File: src/rtl/fb_pkg.sv
// Shared constants, FSM encoding and address helpers for the framebuffer port arbiter.
package fb_pkg;

    localparam int unsigned FB_W    = 128;
    localparam int unsigned FB_H    = 96;
    localparam int unsigned PIX_W   = 12;
    localparam int unsigned COORD_W = 7;
    localparam int unsigned ADDR_W  = 14;

    localparam logic [COORD_W-1:0] OOB_ADDR = COORD_W'(7'h7F);
    localparam logic [PIX_W-1:0]   BLANK    = '0;

    typedef enum logic [1:0] {
        IDLE     = 2'd0,
        RD_ISSUE = 2'd1,
        RD_WAIT  = 2'd2,
        WR       = 2'd3
    } fb_state_e;

    // Linear BRAM address; only meaningful for in-range coordinates, so it cannot overflow.
    function automatic logic [ADDR_W-1:0] compose_addr(input logic [COORD_W-1:0] x,
                                                       input logic [COORD_W-1:0] y);
        return ADDR_W'(ADDR_W'(y) * ADDR_W'(FB_W)) + ADDR_W'(x);
    endfunction

    // The 7'h7F marker is out of bounds even where it would fit the framebuffer.
    function automatic logic coord_in_range(input logic [COORD_W-1:0] x,
                                            input logic [COORD_W-1:0] y);
        return (x != OOB_ADDR) && (y != OOB_ADDR) &&
               (32'(x) < FB_W) && (32'(y) < FB_H);
    endfunction

endpackage

File: src/rtl/fb_port_arbiter_if.sv
// Write-client handshake plus the single BRAM port owned by the arbiter.
interface fb_port_arbiter_if;

    logic                            wr_req;
    logic [fb_pkg::COORD_W-1:0]      wr_x;
    logic [fb_pkg::COORD_W-1:0]      wr_y;
    logic [fb_pkg::PIX_W-1:0]        wr_data;
    logic                            wr_ack;
    logic                            wr_err;

    logic                            bram_en;
    logic                            bram_we;
    logic [fb_pkg::ADDR_W-1:0]       bram_addr;
    logic [fb_pkg::PIX_W-1:0]        bram_wdata;
    logic [fb_pkg::PIX_W-1:0]        bram_rdata;

    // Environment side: the drawing engine and the BRAM itself.
    modport master (
        output wr_req, wr_x, wr_y, wr_data, bram_rdata,
        input  wr_ack, wr_err, bram_en, bram_we, bram_addr, bram_wdata
    );

    // Arbiter side.
    modport slave (
        input  wr_req, wr_x, wr_y, wr_data, bram_rdata,
        output wr_ack, wr_err, bram_en, bram_we, bram_addr, bram_wdata
    );

endinterface

File: src/rtl/fb_addr_compose.sv
// Combinational range check and linear address for one coordinate pair.
module fb_addr_compose
    import fb_pkg::*;
(
    input  logic [COORD_W-1:0] x,
    input  logic [COORD_W-1:0] y,
    output logic               in_range_c,
    output logic [ADDR_W-1:0]  addr_c
);

    assign in_range_c = coord_in_range(x, y);
    assign addr_c     = compose_addr(x, y);

endmodule

File: src/rtl/fb_port_arbiter.sv
// Shares the framebuffer BRAM port: display fetches win, writes fill the idle slots.
module fb_port_arbiter
    import fb_pkg::*;
#(
    parameter int unsigned BRAM_LAT = 1
) (
    input  logic               clk,
    input  logic               reset,
    input  logic               disp_active,
    input  logic [COORD_W-1:0] disp_x,
    input  logic [COORD_W-1:0] disp_y,
    output logic [PIX_W-1:0]   disp_pixel,
    output logic               disp_valid,
    fb_port_arbiter_if.slave   bus
);

    localparam int unsigned WAIT_W = 2;

    fb_state_e          state_q, state_d;
    logic [WAIT_W-1:0]  wait_cnt_q, wait_cnt_d;
    logic [COORD_W-1:0] last_x_q, last_x_d, last_y_q, last_y_d;
    logic               pend_q, pend_d;
    logic               stale_q, stale_d;
    logic [PIX_W-1:0]   pix_d;
    logic               valid_d;
    logic               bram_en_d, bram_we_d, wr_ack_d, wr_err_d;
    logic [ADDR_W-1:0]  bram_addr_d;
    logic [PIX_W-1:0]   bram_wdata_d;

    logic               disp_in_range, wr_in_range;
    logic [ADDR_W-1:0]  disp_addr, wr_addr;
    logic               trig, rd_go, read_done, in_flight, arb;

    fb_addr_compose u_disp_addr (
        .x          (disp_x),
        .y          (disp_y),
        .in_range_c (disp_in_range),
        .addr_c     (disp_addr)
    );

    fb_addr_compose u_wr_addr (
        .x          (bus.wr_x),
        .y          (bus.wr_y),
        .in_range_c (wr_in_range),
        .addr_c     (wr_addr)
    );

    assign trig      = disp_active && ({disp_x, disp_y} != {last_x_q, last_y_q});
    assign rd_go     = disp_active && disp_in_range && (pend_q || trig);
    assign read_done = (state_q == RD_WAIT) && (wait_cnt_q == WAIT_W'(BRAM_LAT - 1));
    // A read still outstanding after this cycle; its data becomes stale on a new coordinate.
    assign in_flight = ((state_q == RD_ISSUE) || (state_q == RD_WAIT)) && !read_done;
    // Port decisions are taken in IDLE and in the last read-wait cycle, whose port slot is free.
    assign arb       = (state_q == IDLE) || read_done;

    // Next-state, display tracking and next values of all registered outputs.
    always_comb begin
        state_d      = state_q;
        wait_cnt_d   = wait_cnt_q;
        last_x_d     = last_x_q;
        last_y_d     = last_y_q;
        pend_d       = pend_q;
        stale_d      = stale_q;
        pix_d        = disp_pixel;
        valid_d      = disp_valid;
        bram_en_d    = 1'b0;
        bram_we_d    = 1'b0;
        bram_addr_d  = '0;
        bram_wdata_d = '0;
        wr_ack_d     = 1'b0;
        wr_err_d     = 1'b0;

        case (state_q)
            IDLE: ;
            RD_ISSUE: begin
                state_d    = RD_WAIT;
                wait_cnt_d = '0;
            end
            RD_WAIT: begin
                if (!read_done) begin
                    wait_cnt_d = wait_cnt_q + WAIT_W'(1);
                end
            end
            WR:      state_d = IDLE;
            default: state_d = IDLE;
        endcase

        if (read_done) begin
            stale_d = 1'b0;
            if (!stale_q) begin
                pix_d   = bus.bram_rdata;
                valid_d = 1'b1;
            end
        end

        if (!disp_active) begin
            pix_d    = BLANK;
            valid_d  = 1'b0;
            last_x_d = OOB_ADDR;
            last_y_d = OOB_ADDR;
            pend_d   = 1'b0;
            stale_d  = in_flight;
        end else if (trig) begin
            stale_d = in_flight;
            if (!disp_in_range) begin
                pix_d    = BLANK;
                valid_d  = 1'b1;
                last_x_d = disp_x;
                last_y_d = disp_y;
                pend_d   = 1'b0;
            end else begin
                valid_d = 1'b0;
                pend_d  = 1'b1;
            end
        end

        if (arb) begin
            state_d = IDLE;
            if (rd_go) begin
                state_d     = RD_ISSUE;
                bram_en_d   = 1'b1;
                bram_addr_d = disp_addr;
                last_x_d    = disp_x;
                last_y_d    = disp_y;
                pend_d      = 1'b0;
            end else if (bus.wr_req) begin
                state_d  = WR;
                wr_ack_d = 1'b1;
                if (wr_in_range) begin
                    bram_en_d    = 1'b1;
                    bram_we_d    = 1'b1;
                    bram_addr_d  = wr_addr;
                    bram_wdata_d = bus.wr_data;
                end else begin
                    wr_err_d = 1'b1;
                end
            end
        end
    end

    // FSM state register.
    always_ff @(posedge clk or posedge reset) begin
        if (reset) begin
            state_q <= IDLE;
        end else begin
            state_q <= state_d;
        end
    end

    // Display tracking registers and registered port outputs.
    always_ff @(posedge clk or posedge reset) begin
        if (reset) begin
            wait_cnt_q     <= '0;
            last_x_q       <= OOB_ADDR;
            last_y_q       <= OOB_ADDR;
            pend_q         <= 1'b0;
            stale_q        <= 1'b0;
            disp_pixel     <= BLANK;
            disp_valid     <= 1'b0;
            bus.bram_en    <= 1'b0;
            bus.bram_we    <= 1'b0;
            bus.bram_addr  <= '0;
            bus.bram_wdata <= '0;
            bus.wr_ack     <= 1'b0;
            bus.wr_err     <= 1'b0;
        end else begin
            wait_cnt_q     <= wait_cnt_d;
            last_x_q       <= last_x_d;
            last_y_q       <= last_y_d;
            pend_q         <= pend_d;
            stale_q        <= stale_d;
            disp_pixel     <= pix_d;
            disp_valid     <= valid_d;
            bus.bram_en    <= bram_en_d;
            bus.bram_we    <= bram_we_d;
            bus.bram_addr  <= bram_addr_d;
            bus.bram_wdata <= bram_wdata_d;
            bus.wr_ack     <= wr_ack_d;
            bus.wr_err     <= wr_err_d;
        end
    end

endmodule

File: src/flat_wrapper.sv
// flat-port wrapper written by rule: the top's interface ports become plain ports
module fb_port_arbiter_flat import fb_pkg::*;
#(
    parameter int unsigned BRAM_LAT = 1
)
  (clk, reset, disp_active, disp_x, disp_y, disp_pixel, disp_valid, bus_wr_req, bus_wr_x, bus_wr_y, bus_wr_data, bus_bram_rdata, bus_wr_ack, bus_wr_err, bus_bram_en, bus_bram_we, bus_bram_addr, bus_bram_wdata);
  fb_port_arbiter_if bus_i ();
  input  logic clk;
  input  logic reset;
  input  logic disp_active;
  input  logic [COORD_W-1:0] disp_x;
  input  logic [COORD_W-1:0] disp_y;
  output logic [PIX_W-1:0] disp_pixel;
  output logic disp_valid;
  input wire logic [$bits(bus_i.wr_req)-1:0] bus_wr_req;
  input wire logic [$bits(bus_i.wr_x)-1:0] bus_wr_x;
  input wire logic [$bits(bus_i.wr_y)-1:0] bus_wr_y;
  input wire logic [$bits(bus_i.wr_data)-1:0] bus_wr_data;
  input wire logic [$bits(bus_i.bram_rdata)-1:0] bus_bram_rdata;
  output wire logic [$bits(bus_i.wr_ack)-1:0] bus_wr_ack;
  output wire logic [$bits(bus_i.wr_err)-1:0] bus_wr_err;
  output wire logic [$bits(bus_i.bram_en)-1:0] bus_bram_en;
  output wire logic [$bits(bus_i.bram_we)-1:0] bus_bram_we;
  output wire logic [$bits(bus_i.bram_addr)-1:0] bus_bram_addr;
  output wire logic [$bits(bus_i.bram_wdata)-1:0] bus_bram_wdata;
  assign bus_i.wr_req = bus_wr_req;
  assign bus_i.wr_x = bus_wr_x;
  assign bus_i.wr_y = bus_wr_y;
  assign bus_i.wr_data = bus_wr_data;
  assign bus_i.bram_rdata = bus_bram_rdata;
  assign bus_wr_ack = bus_i.wr_ack;
  assign bus_wr_err = bus_i.wr_err;
  assign bus_bram_en = bus_i.bram_en;
  assign bus_bram_we = bus_i.bram_we;
  assign bus_bram_addr = bus_i.bram_addr;
  assign bus_bram_wdata = bus_i.bram_wdata;
  fb_port_arbiter #(.BRAM_LAT(BRAM_LAT)) u_core (.clk(clk), .reset(reset), .disp_active(disp_active), .disp_x(disp_x), .disp_y(disp_y), .disp_pixel(disp_pixel), .disp_valid(disp_valid), .bus(bus_i));
endmodule
File: config.mk
export PLATFORM = sky130hd
export DESIGN_NAME = fb_port_arbiter_flat
export DESIGN_NICKNAME = d
export VERILOG_FILES = /design/src/rtl/fb_pkg.sv /design/src/rtl/fb_port_arbiter_if.sv /design/src/rtl/fb_addr_compose.sv /design/src/rtl/fb_port_arbiter.sv /design/src/flat_wrapper.sv
export SDC_FILE = /design/constraint.sdc
export NUM_CORES = 1
export LEC_CHECK = 0
export CAP_MARGIN = 20
export CORE_ASPECT_RATIO = 0.6
export CORE_MARGIN = 3
export CORE_UTILIZATION = 25
export DETAILED_ROUTE_END_ITERATION = 10
export PLACE_DENSITY = 0.47
export SYNTH_ARGS = -nofsm -noshare
export SYNTH_HDL_FRONTEND = slang
export SYNTH_SLANG_ARGS = --single-unit
File: constraint.sdc
create_clock -name clk -period 3.04 [get_ports clk]
set_clock_uncertainty 0.05 [all_clocks]
set_input_delay 0.608 -clock clk [delete_from_list [all_inputs] [get_ports clk]]
set_output_delay 0.608 -clock clk [all_outputs]
set_load 0.03 [all_outputs]
======== Word-level counts from Yosys, hierarchy flattened ========
Cells that the tools add are included.
operators by class
  add/subtract/negate cells ............... 3
  $lt $le $gt $ge ......................... 2
  muxes and demuxes ....................... 55
  eq/ne operators ......................... 11
  reductions and logical operators ........ 19
operator list
  operator                                                         count
  12-bit 2-to-1 mux                                                9
  7-bit 2-to-1 mux                                                 10
  14-bit 2-to-1 mux                                                4
  14-bit by 7-bit adder with 14-bit output                         2
  7-bit != test, second input constant                             4
  1-bit 2-to-1 mux                                                 26
  7-bit less-than comparator, second input constant                2
  14-bit != test                                                   1
  1-bit logical AND                                                9
  2-bit 2-to-1 mux                                                 4
  2-bit one-hot mux with 2 select lines                            2
  2-bit == test, second input constant                             2
  2-bit logical NOT                                                2
  2-bit AND reduction                                              2
  1-bit logical OR                                                 3
  3-bit by 1-bit != test with 1-bit output, second input constant  1
  3-bit != test, second input constant                             1
  3-bit nonzero test                                               1
  2-bit by 1-bit adder with 2-bit output, second input constant    1
  2-bit by 1-bit == test with 1-bit output, second input constant  1
  2-bit != test, second input constant                             1
  2-bit nonzero test                                               1
  1-bit logical NOT                                                1
word-level totals
  register bits after elaboration ......... 63
  word-level logic and storage cells ...... 104
  output and inout bits ................... 43
  bits of input ports ..................... 56

======== Logic depth before layout (Yosys ltp) ========
Gate-level depths: netlist (run 1).
  depth after elaboration ................. 8
  mapped depth ............................ 8
  depth with buffers taken out ............ 7

======== Cells and area by module ========
From an unflattened synthesis (run 1), not the netlist that was laid out.
second synthesis, totals
  cell total of the unflattened synthesis .. 275
  area, all modules ....................... 2985.4 um^2
modules (own cells, without submodules)
  module           area each (um^2)  seq. area each (um^2)  times used  cells an instance
  fb_port_arbiter  2712.6            1594.0                 1           241
  fb_addr_compose  136.4             0.0                    2           17

======== Least setup slack after synthesis (run 1) ========
OpenSTA, ideal clock, no wires.
  kind .................................... input port to flip-flop
  start ................................... input disp_x[1]
  end ..................................... register u_core.last_x_q[2]
  data arrival time ....................... 2077 ps
  stages .................................. 6
  data required time ...................... 2908 ps
  library setup time ...................... 82 ps
  path slack .............................. 831 ps
  cell sequence ........................... xor2_1 nor4_4 nand4_4 o221ai_4 buf_12 mux2_4
between the ends
  longest elaborated chain between the ends .. 8
ends and longest elaborated chain
  what                    line                    text
  start, declared         flat_wrapper.sv:11      input logic [COORD_W-1:0] disp_x;
  7-bit != test           fb_pkg.sv:29            return (x != OOB_ADDR) && (y != OOB_ADDR) &&
  1-bit logical AND       fb_pkg.sv:29
  1-bit logical AND       fb_pkg.sv:30            (32'(x) < FB_W) && (32'(y) < FB_H);
  7-bit 2-to-1 mux        fb_port_arbiter.sv:105  if (!disp_in_range) begin
  7-bit 2-to-1 mux        fb_port_arbiter.sv:103  end else if (trig) begin
  7-bit 2-to-1 mux        fb_port_arbiter.sv:96   if (!disp_active) begin
  7-bit 2-to-1 mux        fb_port_arbiter.sv:119  if (rd_go) begin
  7-bit 2-to-1 mux *      fb_port_arbiter.sv:117  if (arb) begin
  via u_core.last_x_d[2]  fb_port_arbiter.sv:21   logic [COORD_W-1:0] last_x_q, last_x_d, last_y_q, last_y_d;
  end signal, assigned    fb_port_arbiter.sv:168  last_x_q <= last_x_d;
  end, declared           fb_port_arbiter.sv:21
Mark *: on every way through the listed nets, which the timed path passes. The rest lies on a longest branch.
A chain may end at the register's enable or synchronous reset.

======== Worst setup path after layout (run 1) ========
  start ................................... input disp_x[1]
  end ..................................... register u_core.disp_pixel[4]
between the ends
  longest elaborated chain between the ends .. 6
ends and longest elaborated chain
  what                  line                    text
  7-bit != test         fb_pkg.sv:29
  1-bit logical AND     fb_pkg.sv:29
  1-bit logical AND     fb_pkg.sv:30
  12-bit 2-to-1 mux     fb_port_arbiter.sv:105
  12-bit 2-to-1 mux *   fb_port_arbiter.sv:103
  12-bit 2-to-1 mux *   fb_port_arbiter.sv:96
  via u_core.pix_d[4]   fb_port_arbiter.sv:24   logic [PIX_W-1:0] pix_d;
  end signal, assigned  fb_port_arbiter.sv:172  disp_pixel <= pix_d;
  end, declared         fb_port_arbiter.sv:12   output logic [PIX_W-1:0] disp_pixel,
Marks and branches as above.

==> flow_summary_export.csv, run 1 <==
group,metric,value,unit
power_and_ir_drop,swShare,28.9,%
setup_path,critPathTopFamily,"buffers and inverters",
clock_tree,hold_buffers,0,
timing,fmax,386,MHz
clock_tree,numCtsBuffers,9,
floorplanning,pin_count,99,
setup_path,cp_slowest_cell,"clkdlybuf4s50_1",
routing,vias,2213,
placement,gp_congestion,0.726,
floorplanning,die-area,0.0130,mm^2
routing,viasPerCell,4.36,
power_and_ir_drop,p_per_area,585,mW/mm^2
timing,final.setup.tns,0,ps
status,status,"completed",
clock_tree,clkTransAtPathRegs,50,ps
routing,wl_per_cell,15.8,um
clock_tree,cts.htree.levels,3,
floorplanning,die_h,89.4,um
routing,drtAntennaViolNets,0,
power_and_ir_drop,pwr-share-clk,37.7,%
grt,grt_max_degree,40,
power_and_ir_drop,peakVddDrop,257,uV
synthesis,synth.distinct_cells,39,
cells_and_area,fin_util,40.1,%
setup_path,crit_path_frequent_cell,"buf_4",
grt,grt_pass1_wl,12600,um
power_and_ir_drop,report.power.total,2.56,mW
synthesis,syn-num-nets,297,
power_and_ir_drop,power_switching,741,uW
cells_and_area,fillers,1061,
timing,fin_crit_sh,85.3,%
setup_path,r2r-start,"u_core.last_x_q[6]$_DFF_PP1_",
setup_path,endpoint_kind,"flip-flop",
power_and_ir_drop,p_comb_share,23.9,%
setup_path,critPathKind,"primary input to flip-flop",
setup_path,worst_ep_arrival_time,2790,ps
clock_tree,clk_latency,320,ps
cells_and_area,nNetsFinal,406,
timing,grt_setup_unrepaired,"no",
setup_path,path_buf_inv,3,
routing,drt_pass1_iterations,5,
grt,globalRouteTotalUtil,12.7,%
clock_tree,post-cts-setup-buffers,0,
min_path,whs_endpoint,"u_core.disp_pixel[7]$_DFF_PP0_",
cells_and_area,finalNonFillerCells,508,
synthesis,synth.avg_cell_area,12.1,um^2
timing,tightest_slew,612,ps
timing,hold_viol_final,0,
timing,setup_violations,0,
synthesis,ys_seq_area_share,55.1,%
min_path,min_path_cells,2,
placement,dpl.cell_count,493,
setup_path,rr_worst_depth,7,
synthesis,syn_area,0.00290,mm^2
grt,antenna_found_initial,0,
grt,grt_pass1_vias,2211,
cells_and_area,antenna_cells,0,
floorplanning,die_w,145,um
floorplanning,rows,29,
setup_path,slowest_delay,560,ps
clock_tree,cts_sinks,63,
synthesis,synthCells,240,
clock_tree,cts_resized,0,
setup_path,path_cells,"clkdlybuf4s50_1 > xor2_1 > nor4_4 > nand4_4 > buf_4 > a21o_1 > buf_4 > a21oi_1",
setup_path,reg2reg_to,"u_core.disp_pixel[4]$_DFF_PP0_",
clock_tree,clockBufferDepth,2,
setup_path,worstSetupStartpointType,"primary input",
routing,drc,0,
timing,fin_hold_ws,471,ps
flow_run,drv_cap,0,
setup_path,required,3230,ps
grt,grtUsageMet2,16.5,%
floorplanning,coreArea,0.0109,mm^2
floorplanning,start_util,26.5,%
cells_and_area,drive_gt1_share,17.6,%
timing,slew_violations,0,
synthesis,ys_warn_count,0,
grt,top_usage_layer,"met1",
placement,place_hpwl,5980,um
clock_tree,clock-root-buffer,"clkbuf_16",
routing,wl,8030,um
grt,grtUsageMet1,18.9,%
placement,io_buffer_count,98,
cells_and_area,area_delta_synth_final,51.2,%
timing,relSlewSlack,59.1,%
routing,drtIter0Drc,72,
power_and_ir_drop,sequentialPowerShare,38.4,%
power_and_ir_drop,leakage,1.83,nW
timing,period_needed,2590,ps
min_path,hp-class,"flip-flop to flip-flop",
grt,overflow,0,
setup_path,crit_fanout,12,
synthesis,synth_seq_cells,63,
clock_tree,cts_tree,"done",
min_path,hp-start,"u_core.disp_pixel[7]$_DFF_PP0_",
grt,use_met3,5.32,%
power_and_ir_drop,p_int,1.82,mW
setup_path,r2r_slack,910,ps
-- placed cells by master, fill, tap and decap left out, types with 3 or more instances in the layout --
cell / n
and2_1: 13
buf_4: 10
nor2_1: 5
a22o_1: 15
clkbuf_16: 9
dfstp_2: 14
xor2_1: 14
nand3_1: 3
clkbuf_8: 3
o32a_1: 4
o21ai_0: 3
nor4_4: 3
nor3_1: 6
inv_1: 7
clkdlybuf4s50_1: 98
nand4_1: 3
nand2b_1: 12
a21oi_1: 14
nand2_1: 30
dfrtp_1: 49
mux2_4: 8
-- per-stage QoR --
step | setup slack (ps) | instance area, um^2
2_1_floorplan | 831 | 2900
3_3_place_gp | 140 | 4090
5_1_grt | 348 | 4380
6_report | 447 | 4380
3_5_place_dp | 119 | 4090
4_1_cts | 459 | 4380
-- area by class of cell --
type	instances	area, um^2	share of cell area [%]
sequential	63	1590	36.4
multi-input combinational	157	1180	27.0
timing repair buffer	110	1100	25.0
clock buffer	12	267	6.09
tap	155	194	4.43
inverter	8	30.0	0.686
clock inverter	3	17.5	0.400
-- power by group through the flow --
stage | Sequential (mW) | Combinational (mW) | Clock, mW
2_1_floorplan | 1.08 | 0.273 | 0
3_3_place_gp | 1.00 | 0.617 | 0
3_5_place_dp | 0.997 | 0.619 | 0
4_1_cts | 0.985 | 0.620 | 0.997
5_1_grt | 0.998 | 0.662 | 1.04
6_report | 0.985 | 0.613 | 0.965
-- sequential cells by signal, indices dropped and copies added, names as in the netlist --
name,count
u_core.bus.bram_en,1
u_core.stale_q,1
u_core.last_x_q,7
u_core.pend_q,1
u_core.bus.bram_wdata,12
u_core.bus.bram_addr,14
u_core.bus.wr_err,1
u_core.bus.bram_we,1
u_core.last_y_q,7
u_core.disp_valid,1
u_core.disp_pixel,12
u_core.bus.wr_ack,1
u_core.wait_cnt_q,2
u_core.state_q,2
-- worst register-to-register path, delay by kind of cell (launching register included) --
kind,cells,cell delay [ps]
compound gates,2,370
xor+xnor,1,90
buf+inv,2,410
flops,1,530
simple gates,2,600
-- logic make-up (layout without fill, tap and decap cells) --
group	after synthesis	after routing	synth area share (%)
compound gates	51	51	14.0
xor+xnor	14	14	4.24
fa+ha+maj	1	1	0.432
buf+inv	20	133	4.41
flops	63	63	55.1
mux	10	10	4.93
simple gates	81	81	16.9
-- worst max path at each step --
stage | start | endpoint | slack [ps] | cells past startpoint
finish | disp_x[1] | u_core.disp_pixel[4]$_DFF_PP0_ | 450 | 8
floorplan | disp_x[1] | u_core.last_x_q[2]$_DFF_PP1_ | 830 | 6
global route | disp_x[1] | u_core.disp_pixel[0]$_DFF_PP0_ | 350 | 8
detailed placement | disp_x[1] | u_core.last_y_q[4]$_DFF_PP1_ | 120 | 7
global placement | disp_x[1] | u_core.disp_pixel[11]$_DFF_PP0_ | 140 | 8
CTS | disp_x[1] | u_core.disp_pixel[4]$_DFF_PP0_ | 460 | 8
-- cells in the mapped netlist --
cell type	number	area, um^2
a21oi_1	14	70.1
nand2b_1	12	75.1
a32oi_1	2	17.5
a31oi_4	1	21.3
and4_4	1	11.3
nand4_1	3	18.8
and3_1	1	6.26
inv_1	8	30.0
o21a_1	2	15.0
nand2_1	30	113
buf_2	2	10.0
buf_4	1	7.51
nor4_4	3	63.8
o21ai_0	3	15.0
nand4_4	2	42.5
nor2_1	5	18.8
mux2_2	2	22.5
ha_1	1	12.5
buf_12	1	20.0
xor2_1	14	123
a22o_1	15	131
nand3_1	3	15.0
dfstp_2	14	368
a21o_1	2	15.0
o31a_1	1	8.76
and2_1	13	81.3
nor4_1	1	6.26
clkbuf_1	4	15.0
o2bb2a_1	1	10.0
buf_6	4	45.0
dfrtp_1	49	1230
o22ai_1	2	12.5
o221ai_4	1	26.3
mux2_4	8	120
a21oi_2	1	8.76
o32a_1	4	40.0
or4_1	1	7.51
nor3_1	6	30.0
a211oi_1	2	15.0
-- per-layer routing --
metal	share of wire (%)	wire length (um)
met5	0	0
met4	0.47	38
met3	7.5	605
met2	40	3220
met1	52	4160
No activity file was read; power rests on OpenSTA's default activity.
==> run 2: changes to the inputs <==
--- a/config.mk
+++ b/config.mk
@@ -5,6 +5,7 @@
 export SDC_FILE = /design/constraint.sdc
 export NUM_CORES = 1
 export LEC_CHECK = 0
+export ABC_AREA = 1
 export CAP_MARGIN = 20
 export CORE_ASPECT_RATIO = 0.6
 export CORE_MARGIN = 3
==> run 2 against run 1 <==
Area after synthesis rose by 5.4%. Largest cell class unchanged. Sequential power rose by 21%. Via count rose by 24%. Critical path depth rose by 8. Maximum frequency rose by 4.2%. Final cell count rose by 28%. Clock-buffer cell count fell by 1. Worst setup slack improved by 100 ps. Global-route usage rose by 0.75 points. First-iteration DRC count rose by 65%. Flip-flop and latch count did not move. Worst hold slack got worse by 2.0 ps.
==> flow_summary_export.csv, run 2 <==
group,metric,value,unit
timing,final.setup.tns,0,ps
placement,io_buffer_count,98,
grt,grtUsageMet1,19.2,%
synthesis,syn-num-nets,433,
synthesis,synthCells,376,
setup_path,required,3250,ps
timing,fmax,402,MHz
setup_path,worst_ep_arrival_time,2700,ps
routing,wl_per_cell,13.8,um
clock_tree,clock-root-buffer,"clkbuf_16",
synthesis,ys_seq_area_share,52.2,%
power_and_ir_drop,p_int,2.16,mW
power_and_ir_drop,power_switching,1.29,mW
clock_tree,clkTransAtPathRegs,50,ps
timing,period_needed,2490,ps
cells_and_area,fin_util,39.2,%
placement,place_hpwl,6420,um
floorplanning,die-area,0.0136,mm^2
cells_and_area,final_cell_mix,"nand2_1 (136), clkdlybuf4s50_1 (98), dfrtp_1 (49)",
timing,slew_violations,0,
routing,drc,0,
routing,drtIter0Drc,119,
min_path,min_path_cells,2,
synthesis,synth_edf_count,0,
grt,grt_pass1_vias,2674,
grt,grt_pass1_wl,14000,um
power_and_ir_drop,swShare,37.3,%
timing,grt_setup_unrepaired,"no",
floorplanning,die_h,91.6,um
power_and_ir_drop,peakVddDrop,293,uV
setup_path,rr_worst_depth,15,
floorplanning,rows,30,
synthesis,yosysMostFrequentCell,"nand2_1",
setup_path,cp_slowest_cell,"clkdlybuf4s50_1",
routing,drtAntennaViolNets,0,
clock_tree,cts_resized,0,
floorplanning,coreArea,0.0116,mm^2
placement,gp_congestion,0.762,
grt,overflow,0,
clock_tree,post-cts-setup-buffers,0,
grt,top_usage_layer,"met1",
synthesis,async_reset_ff_share,100,%
clock_tree,cts.htree.levels,3,
grt,grt_max_degree,64,
clock_tree,clk_latency,330,ps
clock_tree,numCtsBuffers,9,
setup_path,path_cells,"clkdlybuf4s50_1 > inv_1 > nand2_1 > nand2_1 > nor2_1 > nand2_1 > nor2_2 > nand2_2 > nand2_4 > nand2_4 > nand2_4 > nand2_4 > nor2_8 > buf_4 > nand2_1 > nand2_1",
synthesis,ys.flop_type,"dfrtp_1",
synthesis,yosys-top-cells-area,"dfrtp_1 (40%), nand2_1 (17%), dfstp_2 (12%)",
clock_tree,clockBufferDepth,2,
routing,wl,8940,um
power_and_ir_drop,p_comb_share,37.3,%
setup_path,path_buf_inv,3,
timing,hold_viol_final,0,
floorplanning,die_w,149,um
synthesis,yosys.area.top_type_share,40.2,%
synthesis,synth_common_cells,"nand2_1 (136), dfrtp_1 (49), inv_1 (48), nor2_1 (35), nand3_1 (30)",
timing,fin_crit_sh,81.9,%
power_and_ir_drop,p_per_area,760,mW/mm^2
setup_path,worstSetupStartpointType,"primary input",
cells_and_area,fillers,1167,
routing,viasPerCell,4.22,
power_and_ir_drop,sequentialPowerShare,34.3,%
cells_and_area,drive_gt1_share,13.1,%
min_path,hp-class,"flip-flop to flip-flop",
synthesis,ys_warn_count,0,
timing,tightest_slew,800,ps
cells_and_area,reg.largest.list,"u_core.bus.bram_addr x14, u_core.bus.bram_wdata x12, u_core.disp_pixel x12",
clock_tree,cts_sinks,63,
synthesis,synth.avg_cell_area,8.12,um^2
grt,grtUsageMet2,18.2,%
cells_and_area,area_delta_synth_final,48.8,%
synthesis,synth_seq_cells,63,
setup_path,crit_path_frequent_cell,"nand2_1",
cells_and_area,final_common_cell,"nand2_1",
grt,use_met3,5.99,%
cells_and_area,nNetsFinal,541,
floorplanning,start_util,26.3,%
clock_tree,hold_buffers,0,
grt,globalRouteTotalUtil,13.5,%
setup_path,critPathTopFamily,"simple AND/OR/NAND/NOR gates",
setup_path,endpoint_kind,"flip-flop",
power_and_ir_drop,pwr-share-clk,28.3,%
timing,relSlewSlack,46.6,%
synthesis,syn_area,0.00305,mm^2
synthesis,synth.distinct_cells,26,
grt,antenna_found_initial,0,
cells_and_area,regMostFlops,"u_core.bus.bram_addr",
routing,vias,2739,
routing,drt_pass1_iterations,6,
setup_path,slowest_delay,550,ps
flow_run,drv_cap,0,
clock_tree,cts_tree,"done",
cells_and_area,antenna_cells,0,
synthesis,synth_largest_area_cell,"dfrtp_1",
setup_path,critPathKind,"primary input to flip-flop",
cells_and_area,largest_reg_flops,14,
power_and_ir_drop,leakage,2.29,nW
floorplanning,pin_count,99,
timing,setup_violations,0,
setup_path,crit_fanout,10,
status,status,"completed",
setup_path,cp.depth,16,
## run 2: changes by cell type in the layout (fill, tap and decap cells not counted), moves of 10 or more
| cell | previous run | this run |
|---|---|---|
| nand2_1 | 30 | 136 |
| inv_1 | 7 | 47 |
| nor2_1 | 5 | 35 |
| nand3_1 | 3 | 30 |
| a22o_1 | 15 | 0 |
| xor2_1 | 14 | 0 |
| a21oi_1 | 14 | 1 |
| and2_1 | 13 | 0 |
| nand2b_1 | 12 | 0 |
| nor3b_2 | 0 | 10 |
## run 2: tightest hold or removal path, delay by kind of cell (launching register included)
family	cells	cell delay, ps
simple gates	1	70
compound gates	1	70
flops	1	340
## run 2: stage by stage
stage,cell area (um^2),hold slack [ps],power [mW],setup slack (ps),instances
after floorplan,3050,429,2.00,835,376
after global placement,4260,444,2.49,262,633
after detailed placement,4260,455,2.50,266,633
after CTS,4540,470,3.51,603,649
after global routing,4540,507,3.68,402,649
final,4540,469,3.45,551,649
## run 2: cell type report
class / instances / area (um^2) / share of cell area [%]
inverters: 50 / 188 / 4.13
clock inverters: 5 / 32.5 / 0.716
flip-flops and latches: 63 / 1590 / 35.1
clock buffers: 11 / 253 / 5.56
repair buffers: 109 / 1080 / 23.7
well taps: 160 / 200 / 4.41
multi-input cells: 251 / 1200 / 26.4
## run 2: logic make-up after synthesis
family	after synthesis	share of synthesized area, %
AO/OA/AOI/OAI	13	2.46
adder cells (fa/ha/maj)	1	0.410
buffers and inverters	62	8.48
flip-flops	63	52.2
AND/OR/NAND/NOR	237	36.4
## run 2: power by group through the flow
stage | Clock (mW) | Sequential (mW) | Combinational, mW
after floorplan | 0 | 1.42 | 0.582
final | 0.979 | 1.19 | 1.29
after global routing | 1.05 | 1.21 | 1.43
after detailed placement | 0 | 1.20 | 1.30
after CTS | 1.02 | 1.19 | 1.31
after global placement | 0 | 1.20 | 1.29
## run 2: worst paths after layout
check	from	end	slack, ps
min in group asynchronous	reset	u_core.bus.bram_addr[6]$_DFF_PP0_	620
min reg2reg	u_core.stale_q$_DFFE_PP0P_	u_core.stale_q$_DFFE_PP0P_	470
max reg2reg	u_core.last_x_q[2]$_DFF_PP1_	u_core.bus.bram_addr[3]$_DFF_PP0_	870
min	u_core.stale_q$_DFFE_PP0P_	u_core.stale_q$_DFFE_PP0P_	470
max	disp_x[2]	u_core.bus.bram_addr[3]$_DFF_PP0_	550
max in group asynchronous	reset	u_core.last_x_q[0]$_DFF_PP1_	1980
## run 2: per-layer routing
| layer | wire, um | share of wire [%] |
|---|---|---|
| met3 | 814 | 9.1 |
| met1 | 4560 | 51 |
| met4 | 89 | 1.0 |
| met5 | 0 | 0 |
| met2 | 3480 | 39 |
==> run 3: changes to the inputs <==
--- a/config.mk
+++ b/config.mk
@@ -11,7 +11,7 @@
 export CORE_MARGIN = 3
 export CORE_UTILIZATION = 25
 export DETAILED_ROUTE_END_ITERATION = 10
-export PLACE_DENSITY = 0.47
+export PLACE_DENSITY = 0.48
 export SYNTH_ARGS = -nofsm -noshare
 export SYNTH_HDL_FRONTEND = slang
 export SYNTH_SLANG_ARGS = --single-unit
==> constraint.sdc (replaced) <==
create_clock -name clk -period 2.15 [get_ports clk]
set_clock_uncertainty 0.05 [all_clocks]
set_input_delay 0.43 -clock clk [delete_from_list [all_inputs] [get_ports clk]]
set_output_delay 0.43 -clock clk [all_outputs]
set_load 0.03 [all_outputs]
==> run 3 against run 2 <==
Final cell count grew 4.0%. Global-route usage up 0.41 points. Worst setup slack got worse by 410 ps. Worst hold slack got worse by 100 ps. Critical path depth is 3 lower. Sequential share of layout area shrank 2.2 points. Power is 45% higher. Clock power grew 39%. Largest cell class unchanged. Largest power group unchanged.
==> flow_summary_export.csv, run 3 (synthesized netlist as in run 2, its figures left out) <==
group,metric,value,unit
routing,drtIter0Drc,107,
power_and_ir_drop,peakVddDrop,429,uV
setup_path,path_buf_inv,2,
min_path,min_path_cells,3,
routing,wl,9220,um
cells_and_area,fin_util,41.8,%
clock_tree,cts_sinks,63,
setup_path,critPathKind,"flip-flop to flip-flop",
grt,overflow,0,
timing,hold_viol_final,0,
cells_and_area,finalNonFillerCells,675,
setup_path,cp.depth,13,
setup_path,endpoint_kind,"flip-flop",
cells_and_area,fillers,1149,
routing,wl_per_cell,13.7,um
setup_path,reg2reg_to,"u_core.bus.bram_wdata[0]$_DFF_PP0_",
status,status,"completed",
setup_path,rr_worst_depth,13,
clock_tree,clk_latency,330,ps
clock_tree,cts_tree,"done",
power_and_ir_drop,p_per_area,1030,mW/mm^2
cells_and_area,antenna_cells,0,
routing,drc,0,
placement,gp_congestion,0.742,
timing,fin_hold_ws,365,ps
timing,period_needed,2010,ps
routing,drtAntennaViolNets,0,
placement,placed_area,0.00446,mm^2
setup_path,path_cells,"inv_1 > nand2_1 > nand2_1 > nor2_2 > nand2_1 > nor2_2 > nand2_2 > nand2_4 > nand2_4 > nand2_4 > nand2_4 > buf_6 > nor3b_1",
placement,io_buffer_count,98,
setup_path,crit_fanout,12,
cells_and_area,largest_reg_flops,14,
setup_path,worstSetupStartpointType,"flip-flop",
floorplanning,die-area,0.0136,mm^2
setup_path,r2r_slack,140,ps
setup_path,required,2340,ps
cells_and_area,regArea,0.00159,mm^2
cells_and_area,nNetsFinal,567,
routing,vias,2826,
timing,slew_violations,0,
cells_and_area,final_cell_area,0.00485,mm^2
timing,tightest_slew,461,ps
clock_tree,numCtsBuffers,9,
grt,antenna_found_initial,0,
floorplanning,rows,30,
min_path,hp-start,"disp_y[4]",
grt,globalRouteTotalUtil,13.9,%
floorplanning,die_w,149,um
cells_and_area,drive_gt1_share,19.6,%
setup_path,slowest_delay,540,ps
setup_path,worst_ep_arrival_time,2200,ps
timing,fmax,498,MHz
floorplanning,coreArea,0.0116,mm^2
setup_path,r2r-start,"u_core.last_x_q[2]$_DFF_PP1_",
cells_and_area,regMostFlops,"u_core.bus.bram_addr",
cells_and_area,multi_input_area,0.00126,mm^2
flow_run,drv_cap,0,
cells_and_area,reg.largest.list,"u_core.bus.bram_addr x14, u_core.bus.bram_wdata x12, u_core.disp_pixel x12",
timing,grt_setup_unrepaired,"no",
floorplanning,die_h,91.6,um
cells_and_area,final_common_cell,"nand2_1",
setup_path,cp_slowest_cell,"dfstp_2",
min_path,hp-class,"primary input to flip-flop",
routing,drt_pass1_iterations,4,
clock_tree,cts.htree.levels,3,
power_and_ir_drop,report.power.total,5.01,mW
placement,dpl.cell_count,656,
setup_path,critPathTopFamily,"simple AND/OR/NAND/NOR gates",
grt,grt_pass1_vias,2893,
timing,relSlewSlack,69.2,%
power_and_ir_drop,leakage,2.49,nW
cells_and_area,final_cell_mix,"nand2_1 (135), clkdlybuf4s50_1 (90), dfrtp_1 (49)",
timing,setup_violations,0,
cells_and_area,area_delta_synth_final,58.9,%
placement,place_hpwl,6640,um
floorplanning,pin_count,99,
min_path,whs_endpoint,"u_core.last_y_q[4]$_DFF_PP1_",
routing,viasPerCell,4.19,
clock_tree,clockBufferDepth,2,
clock_tree,clkTransAtPathRegs,60,ps
setup_path,crit_path_frequent_cell,"nand2_4",
clock_tree,clock-root-buffer,"clkbuf_16",
floorplanning,start_util,26.3,%
grt,grt_pass1_wl,14700,um
grt,grt_max_degree,34,
timing,fin_crit_sh,93.5,%
## run 3: what timing repair did
| action | 4_1_cts | 5_1_grt |
|---|---|---|
| pin swaps | 0 | 4 |
| setup endpoints to repair | 21 | 53 |
| gates cloned | 0 | 2 |
| hold endpoints to repair | 0 | 0 |
| buffers inserted | 0 | 1 |
| hold buffers | 0 | 0 |
| gates resized for setup | 2 | 20 |
## run 3: power by group
part / total [mW] / switching (mW) / internal (mW)
combinational: 1.96 / 1.19 / 0.774
clock: 1.36 / 0.525 / 0.837
sequential: 1.68 / 0.146 / 1.54
## run 3: layer usage
layer | vias up | GRT usage [%] | share of wire (%)
met2 | 86 | 18.8 | 39
li1 | 1430 | - | -
met3 | 7 | 5.39 | 8.1
met1 | 1303 | 20.5 | 52
met5 | - | 0 | 0
met4 | 0 | 3.15 | 0.77
## run 3: through the flow
step / setup TNS, ps / setup slack, ps
after floorplan: 0 / 123
after global placement: -16880 / -344
after detailed placement: -18780 / -426
after CTS: 0 / 31.9
after global routing: 0 / 1.45
final: 0 / 140
## run 3: final cells by class
cell class                 count  area share [%]
sequential                    63            32.9
timing repair buffer         133            27.1
multi-input combinational    252            25.9
clock buffer                  11            5.21
tap                          160            4.13
inverter                      50            3.95
clock inverter                 5           0.671
timing repair inverter         1           0.155
## run 3: how the worst max path moves through the flow
stage | endpoint | from | slack (ps)
2_1_floorplan | u_core.bus.bram_addr[0]$_DFF_PP0_ | reset | 120
3_3_place_gp | u_core.bus.bram_addr[1]$_DFF_PP0_ | disp_x[2] | -340
3_5_place_dp | u_core.bus.bram_wdata[0]$_DFF_PP0_ | disp_x[2] | -430
4_1_cts | u_core.bus.bram_wdata[0]$_DFF_PP0_ | disp_x[0] | 30
5_1_grt | u_core.disp_pixel[2]$_DFF_PP0_ | u_core.last_x_q[2]$_DFF_PP1_ | 1
6_report | u_core.bus.bram_wdata[0]$_DFF_PP0_ | u_core.last_x_q[2]$_DFF_PP1_ | 140
## run 3: tightest hold or removal path: cells and delay by family
| family | cells | cell delay, ps |
|---|---|---|
| buffers and inverters | 1 | 160 |
| and+or+nand+nor | 2 | 160 |
